--- src/rtl/cpu_types_pkg.sv ---
// Shared CPU types: machine word and the fetch-queue entry.
// Also holds the sequential-PC helper used by fetch.
package cpu_types_pkg;

   typedef logic [31:0] word_t;

   typedef struct packed {
      word_t instr;
      word_t pc;
      word_t npc;
   } fetch_entry_t;

   localparam word_t INSTR_BYTES = 32'd4;

   // Wraps modulo 2^32, so the last word rolls over to address 0.
   function automatic word_t pc_plus4(input word_t pc);
      return pc + INSTR_BYTES;
   endfunction

endpackage

--- src/rtl/fetch_unit_if.sv ---
// Instruction-memory request/response bus between the fetch unit and imem.
interface fetch_unit_if;
   import cpu_types_pkg::*;

   logic  imemREN;
   word_t imemaddr;
   logic  ihit;
   word_t imemload;

   modport master (output imemREN, imemaddr, input ihit, imemload);
   modport slave  (input imemREN, imemaddr, output ihit, imemload);
endinterface

--- src/rtl/fetch_fifo.sv ---
// Instruction queue: strict FIFO with flush, simultaneous push/pop when full.
// Storage has no reset; head reads as zero whenever the queue is empty.
module fetch_fifo
   import cpu_types_pkg::*;
#(
   parameter int DEPTH = 4
) (
   input  logic         CLK,
   input  logic         nRST,
   input  logic         push,
   input  logic         pop,
   input  logic         flush,
   input  fetch_entry_t push_data,
   output logic         full,
   output logic         empty,
   output fetch_entry_t head
);

   localparam int AW = (DEPTH > 1) ? $clog2(DEPTH) : 1;
   localparam int CW = AW + 1;

   logic [AW-1:0] wr_ptr_q, wr_ptr_d;
   logic [AW-1:0] rd_ptr_q, rd_ptr_d;
   logic [CW-1:0] count_q, count_d;
   fetch_entry_t  mem_q [DEPTH];
   fetch_entry_t  mem_d [DEPTH];
   logic          do_push, do_pop;

   assign full  = (count_q == CW'(DEPTH));
   assign empty = (count_q == '0);
   assign head  = empty ? '0 : mem_q[rd_ptr_q];

   // A pop in the same cycle frees the slot, so a push into a full queue is accepted.
   assign do_pop  = pop && !empty;
   assign do_push = push && (!full || do_pop);

   always_comb begin
      wr_ptr_d = wr_ptr_q;
      rd_ptr_d = rd_ptr_q;
      count_d  = count_q;
      mem_d    = mem_q;
      if (flush) begin
         wr_ptr_d = '0;
         rd_ptr_d = '0;
         count_d  = '0;
      end else begin
         if (do_push) begin
            mem_d[wr_ptr_q] = push_data;
            wr_ptr_d        = wr_ptr_q + AW'(1);
         end
         if (do_pop)
            rd_ptr_d = rd_ptr_q + AW'(1);
         case ({do_push, do_pop})
            2'b10:   count_d = count_q + CW'(1);
            2'b01:   count_d = count_q - CW'(1);
            default: count_d = count_q;
         endcase
      end
   end

   always_ff @(posedge CLK or negedge nRST) begin
      if (!nRST) begin
         wr_ptr_q <= '0;
         rd_ptr_q <= '0;
         count_q  <= '0;
      end else begin
         wr_ptr_q <= wr_ptr_d;
         rd_ptr_q <= rd_ptr_d;
         count_q  <= count_d;
      end
   end

   always_ff @(posedge CLK) begin
      mem_q <= mem_d;
   end

endmodule

--- src/rtl/fetch_unit.sv ---
// Fetch stage: owns the PC, issues imem reads and queues {instr, pc, pc+4}.
// A downstream redirect flushes the queue and restarts fetch at the target.
module fetch_unit
   import cpu_types_pkg::*;
#(
   parameter word_t PC_INIT = 32'h0,
   parameter int    DEPTH   = 4
) (
   input  logic          CLK,
   input  logic          nRST,
   input  logic          halt,
   input  logic          redirect,
   input  word_t         redirect_pc,
   fetch_unit_if.master  imem,
   input  logic          deq,
   output logic          out_valid,
   output word_t         out_instr,
   output word_t         out_pc,
   output word_t         out_npc
);

   word_t        pc_q, pc_d;
   logic         ren, push, pop, full, empty;
   fetch_entry_t push_entry, head;
   logic         unused_redirect_lsb;

   assign unused_redirect_lsb = ^redirect_pc[1:0];

   // Request stays up with the same address until ihit; redirect suppresses it
   // so the target is fetched the following cycle.
   assign ren           = !halt && !full && !redirect;
   assign imem.imemREN  = ren;
   assign imem.imemaddr = pc_q;

   assign push = ren && imem.ihit;
   assign pop  = deq && !redirect;

   assign push_entry = '{instr: imem.imemload, pc: pc_q, npc: pc_plus4(pc_q)};

   always_comb begin
      pc_d = pc_q;
      if (redirect)
         pc_d = {redirect_pc[31:2], 2'b00};
      else if (push)
         pc_d = pc_plus4(pc_q);
   end

   always_ff @(posedge CLK or negedge nRST) begin
      if (!nRST) pc_q <= PC_INIT;
      else       pc_q <= pc_d;
   end

   fetch_fifo #(.DEPTH(DEPTH)) u_fifo (
      .CLK       (CLK),
      .nRST      (nRST),
      .push      (push),
      .pop       (pop),
      .flush     (redirect),
      .push_data (push_entry),
      .full      (full),
      .empty     (empty),
      .head      (head)
   );

   assign out_valid = !empty;
   assign out_instr = head.instr;
   assign out_pc    = head.pc;
   assign out_npc   = head.npc;

endmodule

--- src/flat_wrapper.sv ---
// flat-port wrapper written by rule: the top's interface ports become plain ports
module fetch_unit_flat import cpu_types_pkg::*;
#(
   parameter word_t PC_INIT = 32'h0,
   parameter int    DEPTH   = 4
)
  (CLK, nRST, halt, redirect, redirect_pc, deq, out_valid, out_instr, out_pc, out_npc, imem_imemREN, imem_imemaddr, imem_ihit, imem_imemload);
  fetch_unit_if imem_i ();
  input  logic CLK;
  input  logic nRST;
  input  logic halt;
  input  logic redirect;
  input  word_t redirect_pc;
  input  logic deq;
  output logic out_valid;
  output word_t out_instr;
  output word_t out_pc;
  output word_t out_npc;
  output wire logic [$bits(imem_i.imemREN)-1:0] imem_imemREN;
  output wire logic [$bits(imem_i.imemaddr)-1:0] imem_imemaddr;
  input wire logic [$bits(imem_i.ihit)-1:0] imem_ihit;
  input wire logic [$bits(imem_i.imemload)-1:0] imem_imemload;
  assign imem_imemREN = imem_i.imemREN;
  assign imem_imemaddr = imem_i.imemaddr;
  assign imem_i.ihit = imem_ihit;
  assign imem_i.imemload = imem_imemload;
  fetch_unit #(.PC_INIT(PC_INIT), .DEPTH(DEPTH)) u_core (.CLK(CLK), .nRST(nRST), .halt(halt), .redirect(redirect), .redirect_pc(redirect_pc), .imem(imem_i), .deq(deq), .out_valid(out_valid), .out_instr(out_instr), .out_pc(out_pc), .out_npc(out_npc));
endmodule
--- config.mk ---
export PLATFORM = sky130hd
export DESIGN_NAME = fetch_unit_flat
export DESIGN_NICKNAME = d
export VERILOG_FILES = /design/src/rtl/cpu_types_pkg.sv /design/src/rtl/fetch_unit_if.sv /design/src/rtl/fetch_fifo.sv /design/src/rtl/fetch_unit.sv /design/src/flat_wrapper.sv
export SDC_FILE = /design/constraint.sdc
export NUM_CORES = 1
export LEC_CHECK = 0
export BUFFER_PORTS_ARGS = -buffer_cell sky130_fd_sc_hd__buf_4
export CORE_UTILIZATION = 51
export CTS_BUF_LIST = sky130_fd_sc_hd__clkbuf_8
export DETAILED_ROUTE_END_ITERATION = 6
export PLACE_DENSITY = 0.82
export SLEW_MARGIN = 20
export SYNTH_ARGS = -nofsm -noshare
export SYNTH_HDL_FRONTEND = slang
export SYNTH_SLANG_ARGS = --single-unit
--- constraint.sdc ---
create_clock -name CLK -period 5.9 [get_ports CLK]
set_input_delay 0.295 -clock CLK [delete_from_list [all_inputs] [get_ports CLK]]
set_output_delay 0.295 -clock CLK [all_outputs]
set_load 0.005 [all_outputs]
==> results of run 1 <==
## layer usage
layer | track usage | vias to the layer above | share of wire
li1 | - | 4068 | -
met1 | 0.287 | 4663 | 0.41
met2 | 0.364 | 383 | 0.50
met3 | 0.0479 | 71 | 0.074
met4 | 0.0737 | 0 | 0.024
met5 | 0 | - | 0
## worst paths after layout
check | to | slack (ns) | depth (start not counted)
setup / recovery | out_pc[25] | 2.64 | 4
hold / removal | u_core.imem.imemaddr[24] | 0.05 | 3
setup reg to reg | u_core.u_fifo.mem_q[342] | 2.95 | 5
hold reg to reg | u_core.u_fifo.wr_ptr_q[1] | 0.57 | 2
max in group asynchronous | u_core.u_fifo.rd_ptr_q[0] | 5.24 | 2
min in group asynchronous | u_core.imem.imemaddr[10] | 0.25 | 2
## state kept, by name, indices dropped and copies added, names as in the netlist
name,flops
u_core.imem.imemaddr,30
u_core.u_fifo.count_q,3
u_core.u_fifo.mem_q,368
u_core.u_fifo.rd_ptr_q,2
u_core.u_fifo.wr_ptr_q,2
## kinds of logic after synthesis
logic type | after synthesis | synth area share
xor+xnor | 45 | 0.0235
fa+ha+maj | 6 | 0.00492
buf+inv | 92 | 0.0299
simple gates | 228 | 0.0802
mux | 98 | 0.127
compound gates | 50 | 0.0211
other cells | 1 | 0.000223
flops | 405 | 0.713
## worst register-to-register path, cell delays in order (launching register included)
cell	delay, ns
dfrtp_1	0.50
nor3b_2	0.14
nor2b_2	0.12
buf_4	0.31
and2_4	0.95
buf_4	0.56
## layout make-up
class / instances / area (um2)
Clock buffer: 76 / 1050
Clock inverter: 38 / 204
Fill cell: 2317 / 12100
Inverter: 9 / 33.8
Multi-Input combinational cell: 433 / 4350
Sequential cell: 405 / 12000
Tap cell: 442 / 553
Timing Repair Buffer: 262 / 2170
## cell usage after synthesis, types with 2 or more instances
cell type,instances,share of area
nand3_1,13,0.0039
ha_1,5,0.0037
a32oi_1,4,0.0021
buf_1,6,0.0013
mux2i_1,5,0.0030
nand4_1,9,0.0034
nand2_1,44,0.0098
a221o_1,5,0.0030
mux4_2,92,0.12
nor4_2,2,0.0015
buf_4,36,0.016
and4_1,2,0.0010
edfxtp_1,368,0.66
or3_1,3,0.0011
and2_1,96,0.036
nor3_2,3,0.0018
o2bb2ai_1,2,0.0010
o21ai_0,8,0.0024
clkbuf_1,24,0.0054
a211o_1,4,0.0021
nor3b_2,2,0.0015
xor2_1,16,0.0083
nand2b_1,5,0.0019
inv_1,9,0.0020
o21ai_1,9,0.0027
a21oi_1,5,0.0015
buf_2,17,0.0051
o211ai_1,2,0.00089
nor2_1,23,0.0051
and3_1,4,0.0015
xnor2_1,29,0.015
nor4_4,2,0.0025
a21o_1,2,0.00089
nor3_1,10,0.0030
dfrtp_1,37,0.055
## power by group through the flow
stage	Sequential (mW)	Clock, mW	Combinational [mW]
finish	3.32	2.30	0.815
global placement	3.37	0	0.777
CTS	3.32	2.36	0.824
detailed placement	3.38	0	0.788
floorplan	3.33	0	0.477
global route	3.33	2.48	0.886
## repair_timing
item,in CTS,in global routing
endpoints found under the hold margin,193,0
hold buffers,61,0
buffers inserted,0,0
resized for setup,0,0
==> results.json, run 1 <==
{
  "die_h_um": 183,
  "r2r_start": "u_core.u_fifo.count_q[1]",
  "ant_nets": 0,
  "area_growth_pct": 21.1,
  "seq_power_share": 0.516,
  "period_needed_ns": 3.26,
  "die_w_um": 183,
  "required_ns": 5.61,
  "crit_path_start_kind": "flip-flop",
  "p_clk_frac": 0.358,
  "wl_um": 36000,
  "hpwlAfterDp_um": 20300,
  "cp-startpoint": "u_core.u_fifo.rd_ptr_q[1]",
  "drc": 0,
  "critPathMaxFanout": 54,
  "slew_headroom": 0.270,
  "final-instance-count-excl-fill": 1665,
  "synth_enable_flop_cells": 368,
  "fin_util": 0.627,
  "holdWs_ns": 0.0502,
  "cp.arrival_ns": 2.97,
  "vias": 9185,
  "comb_power_share": 0.127,
  "setup_tns_ns": 0,
  "htree_levels": 3,
  "p_per_area_nw_per_um2": 317,
  "p_leak_nw": 7.19,
  "worstSetupEndpointType": "primary output",
  "coreArea_um2": 32500,
  "rows": 66,
  "grt_first_pass_wirelength_um": 54600,
  "dp_worst_setup_slack_ns": 2.48,
  "p_int_mw": 4.92,
  "cp_top_family": "flip-flops",
  "viasPerCell": 5.52,
  "routedWlPerCell_um": 21.6,
  "grt_max_degree": 95,
  "path_class": "reg -> out",
  "finClkSkew_ns": 0.0307,
  "fin_crit_sh": 0.553,
  "rsz0062_at_grt": "false",
  "cp_cell_sequence": "buf_4 -> mux4_2 -> and2_1 -> buf_4",
  "slowest_stage": "dfrtp_4",
  "switchingPower_mw": 1.52,
  "dp_cells": 1488,
  "hold_class": "in -> reg",
  "fin_area_um2": 20300,
  "grt-ovfl-total": 0,
  "num_io_pins": 200,
  "avgSynthCellArea_um2": 18.2,
  "fmax_mhz": 307,
  "track_usage": 0.219,
  "synth-main-ff-cell": "edfxtp_1",
  "layout.nets": 1254,
  "path_common_cell": "buf_4",
  "hold_viol_final": 0,
  "setup_ws_ns": 2.64,
  "antenna_found_initial": 0,
  "final_common_cell": "edfxtp_1",
  "clk_pin_slew_ns": 0.06,
  "diodes": 0,
  "cts-buffers-inserted": 67,
  "grt_pass1_vias": 9535,
  "synth_area_um2": 16800,
  "post_synth_num_cell_types": 57,
  "place_area_um2": 18400,
  "cts_buffer_depth": 3,
  "die-area_um2": 33700,
  "power_mw": 6.44,
  "clock-root-buffer": "clkbuf_8",
  "gp_congestion": 0.763,
  "firstDrtPassIters": 7,
  "tightest_slew_ns": 1.10,
  "min_from": "redirect_pc[24]",
  "ys_seq_area_frac": 0.713,
  "numClockSinks": 405,
  "drive_gt1_frac": 0.326,
  "drv_slew": 0,
  "drt_iter0_markers": 763,
  "clk_latency_ns": 0.57,
  "ys_warn_count": 0,
  "critPathBufInv": 2,
  "ys_ff_latch": 405,
  "syn_inst": 925,
  "initial_core_util": 0.517,
  "async_reset_ff_frac": 0.0914,
  "setup-violations-final": 0,
  "cts_tree": "yes",
  "status": "completed",
  "ir_worst_vdd_mv": 0.234,
  "p_sw_frac": 0.236,
  "final_cell_mix": "368 x edfxtp_1, 198 x buf_4, 92 x mux4_2, 92 x and2_1, 76 x clkbuf_8",
  "cpPeakStageDelay_ns": 0.98,
  "portBuffers": 191,
  "maxCapViolCount": 0
}
(Power assumes the default switching activity.)
==> run 2: changes to the inputs <==
==> constraint.sdc (replaced) <==
create_clock -name CLK -period 3.1 [get_ports CLK]
set_input_delay 0.155 -clock CLK [delete_from_list [all_inputs] [get_ports CLK]]
set_output_delay 0.155 -clock CLK [all_outputs]
set_load 0.005 [all_outputs]
==> run 2 against run 1 <==
  * Clock power increased by 90%
  * Clock skew decreased by 0.0045 ns
  * First-iteration DRC count increased by 2.0%
  * Non-clock buffer count increased by 20
  * Flip-flop and latch count unchanged
  * Critical path depth unchanged
  * Global-route usage increased by 0.38 points
  * Worst hold slack improved by 0.052 ns
  * Largest cell class unchanged
==> results.json, run 2 (synthesized netlist as in run 1, its figures left out) <==
{
  "status": "completed",
  "layout.nets": 1273,
  "clk_latency_ns": 0.58,
  "htree_levels": 3,
  "hold_class": "in -> async",
  "track_usage": 0.223,
  "fin_area_um2": 20600,
  "crit_path_start_kind": "flip-flop",
  "hold_buffers": 65,
  "cts_setup_buffers": 0,
  "firstDrtPassIters": 5,
  "drv_slew": 0,
  "clock-root-buffer": "clkbuf_8",
  "ant_nets": 0,
  "grt-ovfl-total": 0,
  "drt_iter0_markers": 778,
  "period_needed_ns": 2.65,
  "p_leak_nw": 7.27,
  "grt_max_degree": 95,
  "place_area_um2": 18700,
  "antenna_found_initial": 0,
  "hold_viol_final": 0,
  "required_ns": 2.94,
  "rsz0062_at_grt": "false",
  "top_register": "u_core.u_fifo.mem_q",
  "cts-buffers-inserted": 66,
  "drive_gt1_frac": 0.335,
  "reg2reg_slack_ns": 0.52,
  "nFillCells": 2258,
  "post_cts.resized_instances": 0,
  "cp.arrival_ns": 2.50,
  "r2r_start": "u_core.imem.imemaddr[2]",
  "p_per_area_nw_per_um2": 597,
  "maxCapViolCount": 0,
  "cts_tree": "yes",
  "ir_worst_vdd_mv": 0.462,
  "initial_core_util": 0.517,
  "cp-startpoint": "u_core.u_fifo.rd_ptr_q[1]",
  "setup-violations-final": 0,
  "fin_crit_sh": 0.856,
  "slew_headroom": 0.406,
  "gp_congestion": 0.814,
  "die-area_um2": 33700,
  "setup_tns_ns": 0,
  "viasPerCell": 5.57,
  "coreArea_um2": 32500,
  "diodes": 0,
  "tightest_slew_ns": 0.892,
  "r2r_cells": 5,
  "cts_buffer_depth": 3,
  "path_class": "reg -> out",
  "numClockSinks": 405,
  "grt_first_pass_wirelength_um": 55700,
  "finClkSkew_ns": 0.0262,
  "drc": 0,
  "portBuffers": 191,
  "final_common_cell": "edfxtp_1",
  "vias": 9421,
  "critPathMaxFanout": 33,
  "crit_end": "out_pc[19]",
  "hpwlAfterDp_um": 22000,
  "die_h_um": 183,
  "r2r_end": "u_core.u_fifo.mem_q[126]",
  "num_io_pins": 200,
  "routedWlPerCell_um": 21.7,
  "die_w_um": 183,
  "worstSetupEndpointType": "primary output",
  "final_cell_mix": "368 x edfxtp_1, 208 x buf_4, 92 x mux4_2, 92 x and2_1, 69 x clkbuf_8",
  "clk_pin_slew_ns": 0.06,
  "fmax_mhz": 377,
  "rows": 66,
  "grt_pass1_vias": 10098,
  "area_growth_pct": 22.5,
  "wl_um": 36700,
  "largest_reg_flops": 368
}
## run 2: how the worst min path moves through the flow
stage,start,end,slack (ns),depth (start not counted)
global placement,nRST,u_core.imem.imemaddr[10],0.17,1
CTS,nRST,u_core.u_fifo.rd_ptr_q[0],0.11,2
finish,nRST,u_core.u_fifo.rd_ptr_q[0],0.10,2
floorplan,nRST,u_core.imem.imemaddr[10],-0.14,0
detailed placement,nRST,u_core.u_fifo.rd_ptr_q[0],0.18,1
global route,nRST,u_core.imem.imemaddr[17],0.14,2
## run 2: metal layers
metal / wire length (um) / vias to the layer above / track usage
li1: - / 4116 / -
met1: 14800 / 4845 / 0.289
met2: 18200 / 394 / 0.373
met3: 2770 / 66 / 0.0460
met4: 854 / 0 / 0.0817
met5: 0 / - / 0
## run 2: final cells by class
| type | count | area, um2 | area share |
|---|---|---|---|
| clock inverter | 51 | 305 | 0.0148 |
| multi-input combinational | 433 | 4350 | 0.212 |
| timing repair buffer | 282 | 2390 | 0.116 |
| tap | 442 | 553 | 0.0269 |
| inverter | 9 | 33.8 | 0.00164 |
| clock buffer | 69 | 950 | 0.0462 |
| sequential | 405 | 12000 | 0.583 |
## run 2: where the power goes
group	internal, mW	leakage, nW	switching (mW)
Combinational	0.864	2.78	0.734
Sequential	6.13	3.79	0.172
Clock	2.33	0.696	2.04
Total	9.33	7.27	2.95
## run 2: stage by stage
stage	util	total power, mW	setup WS, ns	hold slack [ns]	std cells
after floorplan	-	7.24	0.252	-0.141	930
after global placement	0.575	7.91	0.594	0.173	1506
after detailed placement	0.575	7.96	0.543	0.180	1506
after CTS	0.634	12.4	0.401	0.106	1691
after global routing	0.634	12.8	0.347	0.135	1691
final	0.634	12.3	0.448	0.102	1691
## run 2: critical path: stages (launching register included)
cell and delay, ns:
dfrtp_4 0.80, buf_4 0.43, mux4_2 0.36, and2_1 0.18, buf_4 0.15
